## src/rtl/uart_rx_frame_if.sv

```systemverilog
// ----------------------------------------------------------------------------
// uart_rx_frame_if
// Parallel-side bundle of the UART receiver: the received byte with its
// valid/ready handshake plus the status and error strobes.
//   rx_data      : last received byte (receiver -> consumer)
//   rx_valid     : rx_data holds an unconsumed byte (receiver -> consumer)
//   rx_ready     : consumer accepts rx_data while rx_valid=1 (consumer -> receiver)
//   rx_busy      : a frame is being received (receiver -> consumer)
//   rx_frame_err : one-cycle pulse, stop bit sampled low (receiver -> consumer)
//   rx_overrun   : one-cycle pulse, good frame dropped because the previous
//                  byte was never taken (receiver -> consumer)
// master = receiver side, slave = consumer side.
// ----------------------------------------------------------------------------
interface uart_rx_frame_if #(
  parameter int DATA_BITS = 8
);
  logic [DATA_BITS-1:0] rx_data;
  logic                 rx_valid;
  logic                 rx_ready;
  logic                 rx_busy;
  logic                 rx_frame_err;
  logic                 rx_overrun;

  modport master (
    output rx_data, rx_valid, rx_busy, rx_frame_err, rx_overrun,
    input  rx_ready
  );

  modport slave (
    input  rx_data, rx_valid, rx_busy, rx_frame_err, rx_overrun,
    output rx_ready
  );
endinterface

```

## src/rtl/uart_rx_frame.sv

```systemverilog
// ----------------------------------------------------------------------------
// uart_rx_frame
// 8N1 UART receiver clocked at OVERSAMPLE x baud. The serial line is passed
// through a 2-flop synchronizer, each bit is decided by a 3-sample majority
// vote around mid-bit, and the byte is handed out over a valid/ready
// handshake. Bad stop bits and dropped bytes are flagged with 1-cycle pulses.
// Ports:
//   uart_clk_tx  : oversample clock, all logic on the rising edge
//   RST_n        : synchronous active-low reset
//   uart_rx_data : asynchronous serial input, idles high
//   rx_if        : parallel handshake/status bundle (master side)
// ----------------------------------------------------------------------------
module uart_rx_frame #(
  parameter int OVERSAMPLE = 16,
  parameter int DATA_BITS  = 8
) (
  input  logic             uart_clk_tx,
  input  logic             RST_n,
  input  logic             uart_rx_data,
  uart_rx_frame_if.master  rx_if
);

  localparam int OS_W  = $clog2(OVERSAMPLE);
  localparam int BIT_W = (DATA_BITS > 1) ? $clog2(DATA_BITS) : 1;

  localparam logic [OS_W-1:0]  OS_HALF_M1 = OS_W'(OVERSAMPLE / 2 - 1);
  localparam logic [OS_W-1:0]  OS_HALF    = OS_W'(OVERSAMPLE / 2);
  localparam logic [OS_W-1:0]  OS_HALF_P1 = OS_W'(OVERSAMPLE / 2 + 1);
  localparam logic [OS_W-1:0]  OS_LAST    = OS_W'(OVERSAMPLE - 1);
  localparam logic [BIT_W-1:0] BIT_LAST   = BIT_W'(DATA_BITS - 1);

  typedef enum logic [1:0] {
    IDLE,
    START,
    DATA,
    STOP
  } state_t;

  state_t               state_q, state_d;
  logic                 sync1_q, sync1_d;
  logic                 sync2_q, sync2_d;
  logic                 prev_q, prev_d;
  logic [OS_W-1:0]      os_cnt_q, os_cnt_d;
  logic [BIT_W-1:0]     bit_cnt_q, bit_cnt_d;
  logic [DATA_BITS-1:0] shift_reg_q, shift_reg_d;
  logic                 samp0_q, samp0_d;
  logic                 samp1_q, samp1_d;
  logic [DATA_BITS-1:0] rx_data_q, rx_data_d;
  logic                 rx_valid_q, rx_valid_d;
  logic                 frame_err_q, frame_err_d;
  logic                 overrun_q, overrun_d;
  logic                 vote;

  // The third vote sample is the live sync2 value at os_cnt = OVERSAMPLE/2+1,
  // so the vote is only meaningful on that cycle.
  assign vote = (samp0_q & samp1_q) | (samp0_q & sync2_q) | (samp1_q & sync2_q);

  always_comb begin
    state_d     = state_q;
    sync1_d     = uart_rx_data;
    sync2_d     = sync1_q;
    prev_d      = sync2_q;
    os_cnt_d    = os_cnt_q;
    bit_cnt_d   = bit_cnt_q;
    shift_reg_d = shift_reg_q;
    samp0_d     = samp0_q;
    samp1_d     = samp1_q;
    rx_data_d   = rx_data_q;
    rx_valid_d  = rx_valid_q;
    frame_err_d = 1'b0;
    overrun_d   = 1'b0;

    if (os_cnt_q == OS_HALF_M1) samp0_d = sync2_q;
    if (os_cnt_q == OS_HALF)    samp1_d = sync2_q;

    // Handshake is resolved before delivery, so a byte arriving on the same
    // cycle the consumer takes the old one loads cleanly instead of overrunning.
    if (rx_valid_q && rx_if.rx_ready) rx_valid_d = 1'b0;

    unique case (state_q)
      IDLE: begin
        os_cnt_d = '0;
        // Edge detect rather than level so a line stuck low never retriggers.
        if (!sync2_q && prev_q) state_d = START;
      end
      START: begin
        os_cnt_d = os_cnt_q + 1'b1;
        if (os_cnt_q == OS_HALF_P1 && vote) begin
          state_d  = IDLE;
          os_cnt_d = '0;
        end else if (os_cnt_q == OS_LAST) begin
          state_d   = DATA;
          os_cnt_d  = '0;
          bit_cnt_d = '0;
        end
      end
      DATA: begin
        os_cnt_d = os_cnt_q + 1'b1;
        if (os_cnt_q == OS_HALF_P1) shift_reg_d = {vote, shift_reg_q[DATA_BITS-1:1]};
        if (os_cnt_q == OS_LAST) begin
          os_cnt_d = '0;
          if (bit_cnt_q == BIT_LAST) state_d = STOP;
          else                       bit_cnt_d = bit_cnt_q + 1'b1;
        end
      end
      STOP: begin
        os_cnt_d = os_cnt_q + 1'b1;
        // Leaving at mid stop bit gives half a bit of slack for the next start edge.
        if (os_cnt_q == OS_HALF_P1) begin
          state_d  = IDLE;
          os_cnt_d = '0;
          if (!vote) begin
            frame_err_d = 1'b1;
          end else if (rx_valid_d) begin
            overrun_d = 1'b1;
          end else begin
            rx_data_d  = shift_reg_q;
            rx_valid_d = 1'b1;
          end
        end
      end
      default: begin
        state_d  = IDLE;
        os_cnt_d = '0;
      end
    endcase
  end

  always_ff @(posedge uart_clk_tx) begin
    if (!RST_n) begin
      state_q     <= IDLE;
      sync1_q     <= 1'b1;
      sync2_q     <= 1'b1;
      prev_q      <= 1'b1;
      os_cnt_q    <= '0;
      bit_cnt_q   <= '0;
      shift_reg_q <= '0;
      samp0_q     <= 1'b1;
      samp1_q     <= 1'b1;
      rx_data_q   <= '0;
      rx_valid_q  <= 1'b0;
      frame_err_q <= 1'b0;
      overrun_q   <= 1'b0;
    end else begin
      state_q     <= state_d;
      sync1_q     <= sync1_d;
      sync2_q     <= sync2_d;
      prev_q      <= prev_d;
      os_cnt_q    <= os_cnt_d;
      bit_cnt_q   <= bit_cnt_d;
      shift_reg_q <= shift_reg_d;
      samp0_q     <= samp0_d;
      samp1_q     <= samp1_d;
      rx_data_q   <= rx_data_d;
      rx_valid_q  <= rx_valid_d;
      frame_err_q <= frame_err_d;
      overrun_q   <= overrun_d;
    end
  end

  assign rx_if.rx_data      = rx_data_q;
  assign rx_if.rx_valid     = rx_valid_q;
  assign rx_if.rx_busy      = (state_q != IDLE);
  assign rx_if.rx_frame_err = frame_err_q;
  assign rx_if.rx_overrun   = overrun_q;

endmodule

```

## src/flat_wrapper.sv

```systemverilog
// flat-port wrapper written by rule: the top's interface ports become plain ports
module uart_rx_frame_flat 
#(
  parameter int OVERSAMPLE = 16,
  parameter int DATA_BITS  = 8
)
  (uart_clk_tx, RST_n, uart_rx_data, rx_if_rx_data, rx_if_rx_valid, rx_if_rx_busy, rx_if_rx_frame_err, rx_if_rx_overrun, rx_if_rx_ready);
  uart_rx_frame_if #(.DATA_BITS(DATA_BITS)) rx_if_i ();
  input  logic uart_clk_tx;
  input  logic RST_n;
  input  logic uart_rx_data;
  output wire logic [$bits(rx_if_i.rx_data)-1:0] rx_if_rx_data;
  output wire logic [$bits(rx_if_i.rx_valid)-1:0] rx_if_rx_valid;
  output wire logic [$bits(rx_if_i.rx_busy)-1:0] rx_if_rx_busy;
  output wire logic [$bits(rx_if_i.rx_frame_err)-1:0] rx_if_rx_frame_err;
  output wire logic [$bits(rx_if_i.rx_overrun)-1:0] rx_if_rx_overrun;
  input wire logic [$bits(rx_if_i.rx_ready)-1:0] rx_if_rx_ready;
  assign rx_if_rx_data = rx_if_i.rx_data;
  assign rx_if_rx_valid = rx_if_i.rx_valid;
  assign rx_if_rx_busy = rx_if_i.rx_busy;
  assign rx_if_rx_frame_err = rx_if_i.rx_frame_err;
  assign rx_if_rx_overrun = rx_if_i.rx_overrun;
  assign rx_if_i.rx_ready = rx_if_rx_ready;
  uart_rx_frame #(.OVERSAMPLE(OVERSAMPLE), .DATA_BITS(DATA_BITS)) u_core (.uart_clk_tx(uart_clk_tx), .RST_n(RST_n), .uart_rx_data(uart_rx_data), .rx_if(rx_if_i));
endmodule
```

## config.mk

```make
export PLATFORM = sky130hd
export DESIGN_NAME = uart_rx_frame_flat
export DESIGN_NICKNAME = d
export VERILOG_FILES = /design/src/rtl/uart_rx_frame_if.sv /design/src/rtl/uart_rx_frame.sv /design/src/flat_wrapper.sv
export SDC_FILE = /design/constraint.sdc
export NUM_CORES = 1
export LEC_CHECK = 0
export BUFFER_PORTS_ARGS = -buffer_cell sky130_fd_sc_hd__buf_2
export CAP_MARGIN = 20
export CORE_ASPECT_RATIO = 1.4
export CORE_UTILIZATION = 40
export DETAILED_ROUTE_END_ITERATION = 8
export SKIP_LAST_GASP = 1
export SLEW_MARGIN = 20
export SYNTH_ARGS = -nofsm -noshare
export SYNTH_HDL_FRONTEND = slang
export SYNTH_SLANG_ARGS = --single-unit
```

## constraint.sdc

```tcl
create_clock -name uart_clk_tx -period 1.9 [get_ports uart_clk_tx]
set_input_delay 0 -clock uart_clk_tx [delete_from_list [all_inputs] [get_ports uart_clk_tx]]
set_output_delay 0 -clock uart_clk_tx [all_outputs]
set_load 0.1 [all_outputs]
```

==> impl_metrics.env <==
export IMPL_most_common_layout_cells="33 x dfxtp_1, 30 x nand2_1, 15 x nand3_1, 15 x buf_2, 12 x a21oi_1"
export IMPL_grt_remaining_overflow=0
export IMPL_rsz0062_at_grt="no"
export IMPL_critPathRequiredTime_ns=2.07
export IMPL_drtAntennaViolNets=0
export IMPL_hp_start="rx_if_rx_ready"
export IMPL_synth_area_per_cell_um2=8.62
export IMPL_start_kind="register"
export IMPL_grt_max_degree=27
export IMPL_syn_num_nets=181
export IMPL_portBuffers=15
export IMPL_max_slew_margin_pct=67.5
export IMPL_endpoint_kind="register"
export IMPL_cts_buffers=5
export IMPL_arrival_ns=1.91
export IMPL_worst_slew_pin_slew_ns=0.491
export IMPL_cp_slowest_cell="dfxtp_1"
export IMPL_nets=199
export IMPL_yosys_warnings=0
export IMPL_synth_seq_cells=33
export IMPL_hpwl_um=2200
export IMPL_finalSetupViolCount=0
export IMPL_timing_setup_tns_ns=0
export IMPL_vdd_drop_max_v=0.000647
export IMPL_synth_cell_types=38
export IMPL_r2r_start="u_core.os_cnt_q[0]"
export IMPL_grt_use_met3_pct=4.38
export IMPL_rows=25
export IMPL_hold_class="in2reg"
export IMPL_synth_edf_count=0
export IMPL_remaining_drc_errors=0
export IMPL_boundaryPins=16
export IMPL_drv_slew=0
export IMPL_syn_area_um2=1450
export IMPL_hold_viol=0
export IMPL_path_buf_inv=0
export IMPL_postSynth_asyncResetShare_pct=0
export IMPL_total_power_mw=1.52
export IMPL_clkSinkCount=33
export IMPL_cts_path_max_buffers=2
export IMPL_holdPathStages=3
export IMPL_route_vias_total=1217
export IMPL_cts_htree_levels=2
export IMPL_dieArea_um2=3870
export IMPL_critPathTopFamily="simple AND/OR/NAND/NOR gates"
export IMPL_ys_seq_area_share_pct=45.6
export IMPL_maxCapViolCount=0
export IMPL_worst_setup_path_type="reg2reg"
export IMPL_worst_hold_path_endpoint="u_core.rx_if.rx_overrun"
export IMPL_leakage_nw=0.657
export IMPL_grt_use_met1_pct=21.5
export IMPL_gp_congestion=0.769
export IMPL_path_cells="ha_1, and3b_1, a211oi_4, or3_1, o221a_1"
export IMPL_firstDrtPassIters=4
export IMPL_die_x_um=52.8
export IMPL_r2r_end="u_core.state_q[0]"
export IMPL_drtIter0Drc=25
export IMPL_fin_ws_ns=0.158
export IMPL_status="completed"
export IMPL_critPathMaxFanout=9
export IMPL_timing_final_crit_share_pct=91.7
export IMPL_track_usage_pct=18.8
export IMPL_antenna_found_initial=0
export IMPL_grt_use_met2_pct=32.6
export IMPL_fin_crit_ns=1.74
export IMPL_clk_latency_ns=0.28
export IMPL_power_density_nw_per_um2=904
export IMPL_syn_inst=168
export IMPL_holdBufCountCts=1
export IMPL_rrSetupSlack_ns=0.16
export IMPL_drive_gt1_share_pct=17.1
export IMPL_grt_pass1_wl_um=5310
export IMPL_syn2layout_area_growth_pct=16.3
export IMPL_cts_setup_buffers=0
export IMPL_slowest_delay_ns=0.40
export IMPL_r2r_cells=5
export IMPL_grt_busiest_layer="met2"
export IMPL_core_um2=3410
export IMPL_cts_resized=0
export IMPL_ys_flop_type="dfxtp_1"
export IMPL_die_h_um=73.2
export IMPL_insertedDiodeCount=0
export IMPL_mostFrequentLayoutCell="dfxtp_1"
export IMPL_max_freq_mhz=574
export IMPL_viasPerCell=5.36
export IMPL_grt_pass1_vias=1175
export IMPL_cts_tree="done"
export IMPL_place_ws_ns=0.169
export IMPL_skew_ns=0.00388
export IMPL_clkSlewWorstSetupHoldPaths_ns=0.07
export IMPL_fin_util_pct=49.4
export IMPL_wire_per_inst_um=13.2
export IMPL_start_util_pct=42.5
export IMPL_finalWirelength_um=3010
export IMPL_cts_root_buf="clkbuf_8"
-- worst min-delay path, delay by kind of cell --
kind	cells	cell delay, ns
and+or+nand+nor	2	0.20
buffers and inverters	1	0.07
-- flip-flops by register name, summed over array words and instances, names as in the netlist, named ones only --
name,cells
u_core.prev_q,1
u_core.state_q,1
u_core.bit_cnt_q,3
u_core.samp1_q,1
u_core.prev_d,1
u_core.samp0_q,1
u_core.shift_reg_q,8
u_core.sync1_q,1
u_core.rx_if.rx_overrun,1
u_core.os_cnt_q,4
u_core.rx_if.rx_data,8
u_core.rx_if.rx_frame_err,1
u_core.rx_if.rx_valid,1
-- power breakdown --
group / total (mW) / switching, mW / leakage [nW] / internal (mW)
Clock: 0.686 / 0.260 / 0.0574 / 0.426
Combinational: 0.131 / 0.0918 / 0.333 / 0.0395
Sequential: 0.706 / 0.00663 / 0.267 / 0.699
-- per-layer routing --
metal,vias to the layer above,part of all wire (%)
met5,-,0
met4,0,1.9
met3,6,1.8
met2,11,53
met1,587,44
li1,613,-
-- kinds of logic (layout without fill, tap and decap cells) --
family / count (synthesis) / in the layout / share of synthesized area [%]
simple gates: 69 / 69 / 23.1
fa+ha+maj: 10 / 10 / 8.47
buf+inv: 18 / 37 / 5.44
xor+xnor: 1 / 1 / 0.605
flops: 33 / 33 / 45.6
compound gates: 37 / 37 / 16.8
-- stage by stage --
step / std cells / area, um^2 / hold WS, ns
5_1_grt: 227 / 1680 / 0.0581
6_report: 227 / 1680 / 0.0376
3_3_place_gp: 218 / 1550 / 0.183
2_1_floorplan: 168 / 1450 / 0.101
4_1_cts: 227 / 1680 / 0.0284
3_5_place_dp: 218 / 1550 / 0.192
-- Yosys cell counts, types with 2 or more instances --
cell	instances	area [um^2]
a311oi_1	2	17.5
dfxtp_1	33	661
ha_1	9	113
inv_1	10	37.5
nand2_1	30	113
a21oi_1	12	60.1
o21ai_0	11	55.1
buf_2	3	15.0
nand2b_1	4	25.0
o211ai_1	2	15.0
clkbuf_1	4	15.0
nor2_1	7	26.3
nand3b_1	2	15.0
nand3_1	15	75.1
-- layout make-up --
| type | instances | area, um^2 |
|---|---|---|
| Tap cell | 40 | 50.0 |
| Inverter | 10 | 37.5 |
| Clock inverter | 2 | 37.5 |
| Clock buffer | 6 | 82.6 |
| Multi-Input combinational cell | 117 | 708 |
| Timing Repair Buffer | 19 | 108 |
| Fill cell | 340 | 1730 |
| Sequential cell | 33 | 661 |
-- how the worst max path moves through the flow --
stage                             startpoint             endpoint  slack [ns]  cells past startpoint
after floorplan            u_core.state_q[0]    u_core.state_q[0]        0.03                      6
after global placement    u_core.os_cnt_q[0]    u_core.state_q[0]        0.23                      5
after detailed placement  u_core.os_cnt_q[0]    u_core.state_q[0]        0.17                      5
after CTS                 u_core.os_cnt_q[0]    u_core.state_q[0]        0.15                      5
after global routing       u_core.state_q[0]  u_core.bit_cnt_q[2]        0.05                      6
final                     u_core.os_cnt_q[0]    u_core.state_q[0]        0.16                      5
(Power assumes the default switching activity.)
